`src/rtl/index_decoder_if.sv`:
```
// Handshake bundle for index_decoder: code beats in, accumulated mask frames out.
// The slave modport is the decoder's view; master is the upstream/downstream side.
interface index_decoder_if;
    logic [2:0] code;
    logic       code_valid;
    logic       code_last;
    logic       code_ready;
    logic [7:0] mask;
    logic       mask_valid;
    logic       mask_ready;
    logic [3:0] beats;
    logic       dup;

    modport slave (
        input  code, code_valid, code_last, mask_ready,
        output code_ready, mask, mask_valid, beats, dup
    );

    modport master (
        output code, code_valid, code_last, mask_ready,
        input  code_ready, mask, mask_valid, beats, dup
    );
endinterface

```
`src/rtl/index_decoder.sv`:
```
// Accumulates index codes into a one-hot mask per frame, then holds the frame until
// downstream takes it. Frames close on code_last, MAX_BEATS beats, or a full mask.
module index_decoder #(
    parameter int unsigned MAX_BEATS = 8
) (
    input  logic          clk,
    input  logic          rst,
    index_decoder_if.slave bus
);
    typedef enum logic {ACCUM, HOLD} state_t;

    state_t     state, state_nxt;
    logic [7:0] mask_q, mask_nxt;
    logic [3:0] beats_q, beats_nxt;
    logic       dup_q, dup_nxt;
    logic [7:0] onehot;

    always_ff @(posedge clk) begin
        if (rst) begin
            state   <= ACCUM;
            mask_q  <= '0;
            beats_q <= '0;
            dup_q   <= 1'b0;
        end else begin
            state   <= state_nxt;
            mask_q  <= mask_nxt;
            beats_q <= beats_nxt;
            dup_q   <= dup_nxt;
        end
    end

    always_comb begin
        state_nxt = state;
        mask_nxt  = mask_q;
        beats_nxt = beats_q;
        dup_nxt   = dup_q;
        onehot    = 8'(1) << bus.code;
        unique case (state)
            ACCUM: begin
                if (bus.code_valid) begin
                    mask_nxt  = mask_q | onehot;
                    beats_nxt = beats_q + 4'd1;
                    dup_nxt   = dup_q | ((mask_q & onehot) != '0);
                    if (bus.code_last || beats_nxt == 4'(MAX_BEATS) || mask_nxt == '1)
                        state_nxt = HOLD;
                end
            end
            HOLD: begin
                // Release edge only clears; the next frame's first beat waits a cycle.
                if (bus.mask_ready) begin
                    state_nxt = ACCUM;
                    mask_nxt  = '0;
                    beats_nxt = '0;
                    dup_nxt   = 1'b0;
                end
            end
            default: state_nxt = ACCUM;
        endcase
    end

    assign bus.code_ready = (state == ACCUM);
    assign bus.mask_valid = (state == HOLD);
    assign bus.mask       = mask_q;
    assign bus.beats      = beats_q;
    assign bus.dup        = dup_q;
endmodule

```
`src/flat_wrapper.sv`:
```
// flat-port wrapper written by rule: the top's interface ports become plain ports
module index_decoder_flat 
#(
    parameter int unsigned MAX_BEATS = 8
)
  (clk, rst, bus_code, bus_code_valid, bus_code_last, bus_mask_ready, bus_code_ready, bus_mask, bus_mask_valid, bus_beats, bus_dup);
  index_decoder_if bus_i ();
  input  logic clk;
  input  logic rst;
  input wire logic [$bits(bus_i.code)-1:0] bus_code;
  input wire logic [$bits(bus_i.code_valid)-1:0] bus_code_valid;
  input wire logic [$bits(bus_i.code_last)-1:0] bus_code_last;
  input wire logic [$bits(bus_i.mask_ready)-1:0] bus_mask_ready;
  output wire logic [$bits(bus_i.code_ready)-1:0] bus_code_ready;
  output wire logic [$bits(bus_i.mask)-1:0] bus_mask;
  output wire logic [$bits(bus_i.mask_valid)-1:0] bus_mask_valid;
  output wire logic [$bits(bus_i.beats)-1:0] bus_beats;
  output wire logic [$bits(bus_i.dup)-1:0] bus_dup;
  assign bus_i.code = bus_code;
  assign bus_i.code_valid = bus_code_valid;
  assign bus_i.code_last = bus_code_last;
  assign bus_i.mask_ready = bus_mask_ready;
  assign bus_code_ready = bus_i.code_ready;
  assign bus_mask = bus_i.mask;
  assign bus_mask_valid = bus_i.mask_valid;
  assign bus_beats = bus_i.beats;
  assign bus_dup = bus_i.dup;
  index_decoder #(.MAX_BEATS(MAX_BEATS)) u_core (.clk(clk), .rst(rst), .bus(bus_i));
endmodule
```
`config.mk`:
```
export PLATFORM = sky130hd
export DESIGN_NAME = index_decoder_flat
export DESIGN_NICKNAME = d
export VERILOG_FILES = /design/src/rtl/index_decoder_if.sv /design/src/rtl/index_decoder.sv /design/src/flat_wrapper.sv
export SDC_FILE = /design/constraint.sdc
export NUM_CORES = 1
export LEC_CHECK = 0
export BUFFER_PORTS_ARGS = -buffer_cell sky130_fd_sc_hd__buf_2
export CAP_MARGIN = 20
export CORE_MARGIN = 10
export CORE_UTILIZATION = 40
export DETAILED_ROUTE_END_ITERATION = 8
export GPL_TIMING_DRIVEN = 0
export REMOVE_ABC_BUFFERS = 1
export SYNTH_ARGS = -nofsm -noshare
export SYNTH_HDL_FRONTEND = slang
export SYNTH_SLANG_ARGS = --single-unit
```
`constraint.sdc`:
```
create_clock -name clk -period 2.7 [get_ports clk]
set_input_delay 0.27 -clock clk [delete_from_list [all_inputs] [get_ports clk]]
set_output_delay 0.27 -clock clk [all_outputs]
set_load 0.01 [all_outputs]
```
* Word-level counts from Yosys, hierarchy flattened *
Index checks and enable logic that the tools add are counted.

cells by class
  $add $sub $neg = 1
  equal/unequal tests = 4
  shift-type cells = 1
  multiplexer cells = 13
  bitwise logic cells = 4
  reduce and logical (&&, ||, !) cells = 4

operator list
  kind                                                               count
  8-bit two-way mux                                                  2
  8-bit case mux with 2 select lines                                 1
  8-bit AND                                                          1
  8-bit == test, second input constant                               1
  4-bit two-way mux                                                  2
  8-bit OR                                                           1
  4-bit case mux with 2 select lines                                 1
  8-bit nonzero test                                                 1
  1-bit by 3-bit << shifter with 8-bit output, first input constant  1
  1-bit two-way mux                                                  5
  4-bit by 1-bit adder with 4-bit output, second input constant      1
  4-bit == test, second input constant                               1
  2-bit != test, second input constant                               2
  1-bit case mux with 2 select lines                                 2
  1-bit logical OR                                                   2
  2-bit AND reduction                                                1
  1-bit inverter                                                     1
  1-bit OR                                                           1

storage, ports and cells
  register bits after elaboration = 14
  bits of input ports = 8
  output and inout bits = 15
  word-level logic and storage cells = 31

* Depth between registers and ports, before layout *
Gate-level depths: netlist (run 1).

  depth in word-level cells = 7
  gate-level depth with buffers = 6
  depth with buffers taken out = 4

* Worst setup path after synthesis (run 1) *
OpenSTA, ideal clock, no wires.

  path kind = register to register
  from = reg u_core.mask_q[3] (netlist: u_core.bus.mask[3])
  to = reg u_core.state (netlist: u_core.bus.mask_valid)
  library setup time = 0.079 ns
  arrival = 1.367 ns
  data required time = 2.621 ns
  path slack = 1.254 ns
  stages on the path, launching flop included = 5
  buffers on the path = 0
  clock period less this slack = 1.446 ns
  path through = dfxtp_1 > and4bb_2 > a211oi_1 > or4_1 > a211oi_2

on the way
  cells in the longest elaborated chain, start to end = 6

RTL lines
  what                                line                 text
  start, declared                     index_decoder.sv:13  logic [7:0] mask_q, mask_nxt;
  start signal, assigned              index_decoder.sv:26  mask_q <= mask_nxt;
  8-bit OR                            index_decoder.sv:41  mask_nxt = mask_q | onehot;
  8-bit == test                       index_decoder.sv:44  if (bus.code_last || beats_nxt == 4'(MAX_BEATS) || mask_nxt == '1)
  1-bit logical OR                    index_decoder.sv:44
  1-bit two-way mux                   index_decoder.sv:44
  1-bit two-way mux                   index_decoder.sv:40  if (bus.code_valid) begin
  1-bit case mux with 2 select lines  index_decoder.sv:38  unique case (state)
  end signal, assigned                index_decoder.sv:25  state <= state_nxt;
  end, declared                       index_decoder.sv:12  state_t state, state_nxt;

Every way passes these cells.
A chain may end at the register's enable or synchronous reset.

* Worst setup path after layout (run 1) *
  from = reg u_core.state (netlist: u_core.bus.mask_valid)
  to = reg u_core.mask_q[4] (netlist: u_core.bus.mask[4])

on the way
  cells in the longest elaborated chain, start to end = 3
  elaborated cells on any way between the ends = 5
  those cells by class = eq/ne: 2; mux: 1; bitwise: 1; reduce/logical: 1

RTL lines
  what                                  line
  1-bit inverter                        index_decoder.sv:38
  2-bit != test (no source line)        n/a
  2-bit AND reduction (no source line)  n/a

Parallel ways exist; a longest one is shown, timed or not.

==> results of run 1 <==
-- cell families (layout without fill, tap and decap cells) --
kind of cell,after synthesis,count (layout)
buf+inv,8,29
xor+xnor,1,1
compound gates,29,29
fa+ha+maj,1,1
flops,14,14
simple gates,39,39
-- registers in the layout, summed over array words and instances, names as in the netlist --
name                   cells
u_core.bus.mask            8
u_core.bus.beats           4
u_core.bus.dup             1
u_core.bus.mask_valid      1
-- power by group through the flow --
| stage | Sequential [W] | Clock, W | Combinational, W |
|---|---|---|---|
| detailed placement | 0.000230 | 0 | 0.0000745 |
| global placement | 0.000229 | 0 | 0.0000741 |
| finish | 0.000225 | 0.000154 | 0.0000740 |
| floorplan | 0.000233 | 0 | 0.0000364 |
| CTS | 0.000225 | 0.000159 | 0.0000747 |
| global route | 0.000227 | 0.000169 | 0.0000817 |
-- critical path, delay by kind of cell (launching register included) --
family,cells,cell delay (ns)
and+or+nand+nor,2,1.00
AOI/OAI and AO/OA,2,0.43
DFF,1,0.37
-- layer usage --
| layer | GRT usage | vias to the layer above | share of wire |
|---|---|---|---|
| li1 | - | 393 | - |
| met5 | 0 | - | 0 |
| met3 | 0.0339 | 2 | 0.047 |
| met4 | 0.0481 | 0 | 0.011 |
| met2 | 0.144 | 16 | 0.47 |
| met1 | 0.117 | 359 | 0.47 |
-- layout make-up --
| cell class | count | area (um2) |
|---|---|---|
| Multi-Input combinational cell | 70 | 490 |
| Clock buffer | 4 | 36.3 |
| Inverter | 3 | 11.3 |
| Timing Repair Buffer | 22 | 110 |
| Sequential cell | 14 | 280 |
| Tap cell | 27 | 33.8 |
| Fill cell | 213 | 980 |
-- worst paths after layout --
kind / end / cells after the start / from
worst max-delay path: u_core.bus.mask[4] / 4 / u_core.bus.mask_valid
worst min-delay path: u_core.bus.mask_valid / 2 / rst
worst max register to register: u_core.bus.mask[4] / 4 / u_core.bus.mask_valid
worst min register to register: u_core.bus.dup / 1 / u_core.bus.dup
-- synthesized netlist by cell type, drive strengths merged, types with 2 or more instances --
cell / instances / area, um2
a211oi: 4 / 35.0
a21oi: 6 / 30.0
a221oi: 3 / 26.3
a311oi: 2 / 17.5
a31oi: 4 / 25.0
and2: 2 / 12.5
and2b: 3 / 25.0
and4b: 2 / 22.5
and4bb: 2 / 25.0
buf: 4 / 31.3
dfxtp: 14 / 280
inv: 3 / 11.3
nand2: 2 / 7.51
nand3: 2 / 10.0
nor2: 13 / 48.8
nor2b: 3 / 18.8
o21a: 2 / 15.0
o21ai: 2 / 10.0
-- metrics by stage --
step                power [W]  cell area [um2]  hold WS (ns)  utilization
floorplan            0.000269              782         0.335            -
global placement     0.000303              926         0.461        0.477
detailed placement   0.000304              926         0.460        0.477
CTS                  0.000459              962         0.232        0.495
global route         0.000477              962         0.247        0.495
finish               0.000453              962         0.247        0.495
==> metrics.txt, run 1 <==
crit-path max cell delay 0.58 ns; Setup Skew between 0.008 and 0.009 ns; Setup-failing EPs final 0; clock root cell clkbuf_4; Yosys reg bits 14; LEAKAGE 0.405 nW; placed instance count between 100 and 150; yosys warns 0; post-route ant nets 0; DRT Wirelength between 2000 and 2500 um; switching part of the total 0.279; post_cts resized 0; P_int 0.000327 W; sequential share of power 0.496; Sink Count 14; RSZ-0062 raised after global routing no; Combinational Power Share 0.163; Clk Latency, worst-skew pair ~0.28 ns; Post-DP HPWL 1460 um; status finished, final reports clean; Avg Cell Area, Syn 8.88 um2; final worst setup slack between 0.8 and 0.9 ns; DRC Markers 0; Final Hold Vio Count 0; Switch Pwr between 0.0001 and 0.00015 W; setup slack, reg-to-reg 0.83 ns; mapped cell area 817 um2; most frequent cells in the layout 22 x buf_2, 14 x dfxtp_1, 13 x nor2_1, 6 x a21oi_1, 4 x a31oi_1; PD cells 471 mW/mm2; crit share post-route 0.691; Routed WL per cell 14.6 um; vias in the first global route 713; PortBufs 22; CTS Buf Count 3; layout cells sized above 1 0.310; die height approximately 65 um; fin nets 123; crit end category flip-flop; main combinational cell family by area after synthesis simple AND/OR/NAND/NOR gates; Slowest-stage cell, CP nor2b_1; global-route wire length before repair ~3300 um; commonest non-fill, non-tap cell in the layout buf_2; Syn Inst Count 92; simple-gate share of the synthesized area 0.319; post-synth cell types 43; gp weighted congestion about 0.75; peak supply drop around 0.28 mV; register area share after synthesis 0.343; ys flop type dfxtp_1; core area 0.00194 mm2; via count 770; DR pass1 iterations 4; htree depth 1; Slew @ Worst Pin around 0.7 ns; Most Frequent Cell on Critical Path a21oi_1; Synth Area in Compound Gates 0.256; non-filler cells, final 140; Setup WS pre-CTS 0.859 ns; Initial Util 0.421; Slew headroom 0.528; Slew Limit Fails 0; Adder-Cell Fraction of Synth Area 0.0153; hold buffers post-CTS 0; diode count 0; crit path kind flip-flop to flip-flop; Area Growth Syn to Fin 17.8%; Clk pwr share 0.341; CP arrival 2.09 ns; Startpoint Class flip-flop; Die Area 0.00425 mm2; Critical Path RT 2.92 ns; GRT Total Usage 0.0955; Post-Synth XOR/XNOR Area 0.0107; crit path time final 1.87 ns; async set-reset flop share out of synthesis 0; GRT overflow 0; initial antenna violation count 0; number of setup buffers added after CTS 0; Rows 16; Max Cap Viol 0; I/O pins 23; Hold Crit Class input pin to flip-flop; clk slew on worst S/H paths 0.09 ns; CTS tree yes; multiplexer share of the synthesized area 0; vias per cell 5.50; fmax 536 MHz; CTS Buffer Depth 2; die span in x 65.2 um; pin count of the biggest net entering global routing 20; Final TNS setup 0 ns; EDFF count, synth 0; DR iter-0 viols 45; CP cell instances nor2b_1, a21oi_1, or3b_1, a21oi_1; CP Max Fanout 10
Note: power is estimated with default switching activity, not from simulation.
==> run 2: changes to the inputs <==
--- a/config.mk
+++ b/config.mk
@@ -11,6 +11,7 @@
 export CORE_UTILIZATION = 40
 export DETAILED_ROUTE_END_ITERATION = 8
 export GPL_TIMING_DRIVEN = 0
+export PLACE_DENSITY = 0.66
 export REMOVE_ABC_BUFFERS = 1
 export SYNTH_ARGS = -nofsm -noshare
 export SYNTH_HDL_FRONTEND = slang
==> constraint.sdc (replaced) <==
create_clock -name clk -period 1.7 [get_ports clk]
set_input_delay 0.17 -clock clk [delete_from_list [all_inputs] [get_ports clk]]
set_output_delay 0.17 -clock clk [all_outputs]
set_load 0.01 [all_outputs]
==> run 2 against run 1 <==
Hold slack worse by 0.11 ns. Fmax grew 25%. Clock power grew 58%. Count of clock-buffer cells in the layout unchanged. Global-route usage is 0.22 points lower. Die area did not move.
==> metrics.txt, run 2 (synthesis gave the netlist of run 1 again) <==
commonest non-fill, non-tap cell in the layout buf_2; post-route ant nets 0 (unchanged); I/O pins 23 (unchanged); clock root cell clkbuf_4; switching part of the total 0.278 (-0.000314); met3 usage 0.0220 (-0.0119); Power Total 0.000723 W (+59%); Initial Util 0.421 (unchanged); Sink Count 14 (unchanged); clk slew on worst S/H paths 0.09 ns (about the same); Final TNS setup 0 ns (unchanged); layout cells sized above 1 0.327 (+0.0177); register area 280 um2 (unchanged); Clk pwr share 0.337 (-0.004); diode count 0 (unchanged); Setup WS pre-CTS -0.114 ns (-0.973 ns); sequential share of power 0.496 (about the same); multi-input logic area 502 um2 (+2.3%); core area 0.00194 mm2 (unchanged); met1 usage 0.120 (+0.00351); Switch Pwr 0.000201 W (+59%); DRT Wirelength 2000 um (-2.1%); PD cells 743 mW/mm2 (+58%); GRT Total Usage 0.0933 (-0.00216); Max Cap Viol 0 (unchanged); post_cts resized 1 (+1); global-route wire length before repair 3310 um (+0.85%); CTS tree yes; RR Endpoint u_core.bus.mask_valid; crit end category flip-flop; vias per cell 5.56 (+1.0%); CTS Buf Count 3 (unchanged); Hold Crit Class input pin to flip-flop; RSZ-0062 raised after global routing no; CP arrival 1.70 ns (-0.39 ns); crit path kind flip-flop to flip-flop; GRT overflow 0 (unchanged); LEAKAGE 0.411 nW (+1.4%); fin nets 123 (unchanged); DR iter-0 viols 24 (-47%); worst setup path startpoint u_core.bus.mask[3]; Clk Latency, worst-skew pair 0.28 ns (about the same); worst reg2reg path depth 4 (unchanged); Most Crowded Layer GR met2; via count 778 (+1.0%); # fillers 196 (-8.0%); Area Growth Syn to Fin 19.1%; critical path capture point u_core.bus.mask_valid; Post-DP HPWL 1420 um (-2.5%); Critical Path RT 1.91 ns (-1.01 ns); vias in the first global route 730 (+2.4%); peak supply drop 0.402 mV (+46%); Layout Utilization 0.501 (+0.00580); CP Max Fanout 5 (-5); routing usage on met2 0.138 (-0.00610); setup slack, reg-to-reg 0.21 ns (-0.62 ns); crit share post-route 0.875 (+0.184); die height 65.2 um (unchanged); gp weighted congestion 0.805 (+7.2%); PortBufs 22 (unchanged); DRC Markers 0 (unchanged); Slew headroom 0.776 (+0.248); Startpoint Class flip-flop; crit path time final 1.49 ns (-0.378 ns); status finished, final reports clean; Slew Limit Fails 0 (unchanged); Combinational Power Share 0.167 (+0.004); pin count of the biggest net entering global routing 20 (unchanged); placed instance count 136 (unchanged); Final Hold Vio Count 0 (unchanged); CTS Buffer Depth 2 (unchanged); Slew @ Worst Pin 0.336 ns (-0.371 ns); Largest register FFs 8 (unchanged); worst r2r src u_core.bus.mask[3]; DR pass1 iterations 4 (unchanged); Setup-failing EPs final 0 (unchanged); final worst setup slack 0.212 ns (-0.622 ns); most frequent cells in the layout 22 x buf_2, 14 x dfxtp_1, 13 x nor2_1, 5 x a21oi_1, 4 x a31oi_1; die span in x 65.2 um (unchanged); htree depth 1 (unchanged); initial antenna violation count 0 (unchanged); Routed WL per cell 14.3 um (-2.1%); P_int 0.000522 W (+59%); fmax 672 MHz (+25%); hold buffers post-CTS 0 (unchanged); Rows 16 (unchanged); Die Area 0.00425 mm2 (unchanged); number of setup buffers added after CTS 0 (unchanged); Setup Skew 0.00319 ns (-0.00546 ns); non-filler cells, final 140 (unchanged)
-- run 2: layout make-up --
type                    count  area share
repair buffers             22       0.113
well taps                  27      0.0347
flip-flops and latches     14       0.288
inverters                   3      0.0116
clock buffers               4      0.0373
multi-input cells          70       0.515
-- run 2: worst max-delay path: stages, from the launching register on --
cell and delay (ns):
dfxtp_1 0.39, and4bb_2 0.24, a211oi_1 0.05, or4_1 0.56
a211oi_2 0.18
-- run 2: worst min path at each step --
stage | start | slack (ns) | cells after the start | endpoint
after CTS | rst | 0.13 | 2 | u_core.bus.mask_valid
final | rst | 0.13 | 2 | u_core.bus.mask_valid
after global placement | rst | 0.43 | 2 | u_core.bus.mask_valid
after floorplan | rst | 0.23 | 1 | u_core.bus.mask_valid
after global routing | rst | 0.15 | 2 | u_core.bus.mask_valid
after detailed placement | rst | 0.44 | 2 | u_core.bus.mask_valid
-- run 2: through the flow --
step	instance area (um2)	hold WS, ns
finish	973	0.133
global route	973	0.149
CTS	965	0.128
detailed placement	926	0.437
global placement	926	0.433
floorplan	782	0.235
-- run 2: per-layer routing --
layer / vias up / wire length (um) / part of all wire
met5: - / 0 / 0
met4: 0 / 21 / 0.011
met3: 4 / 71 / 0.036
met2: 13 / 943 / 0.47
met1: 371 / 962 / 0.48
li1: 390 / - / -
-- run 2: power groups by stage --
stage	registers (W)	logic (W)	clock network [W]
2_1_floorplan	0.000369	0.0000579	0
3_3_place_gp	0.000365	0.000117	0
3_5_place_dp	0.000365	0.000117	0
4_1_cts	0.000357	0.000119	0.000252
5_1_grt	0.000361	0.000135	0.000264
6_report	0.000358	0.000120	0.000244
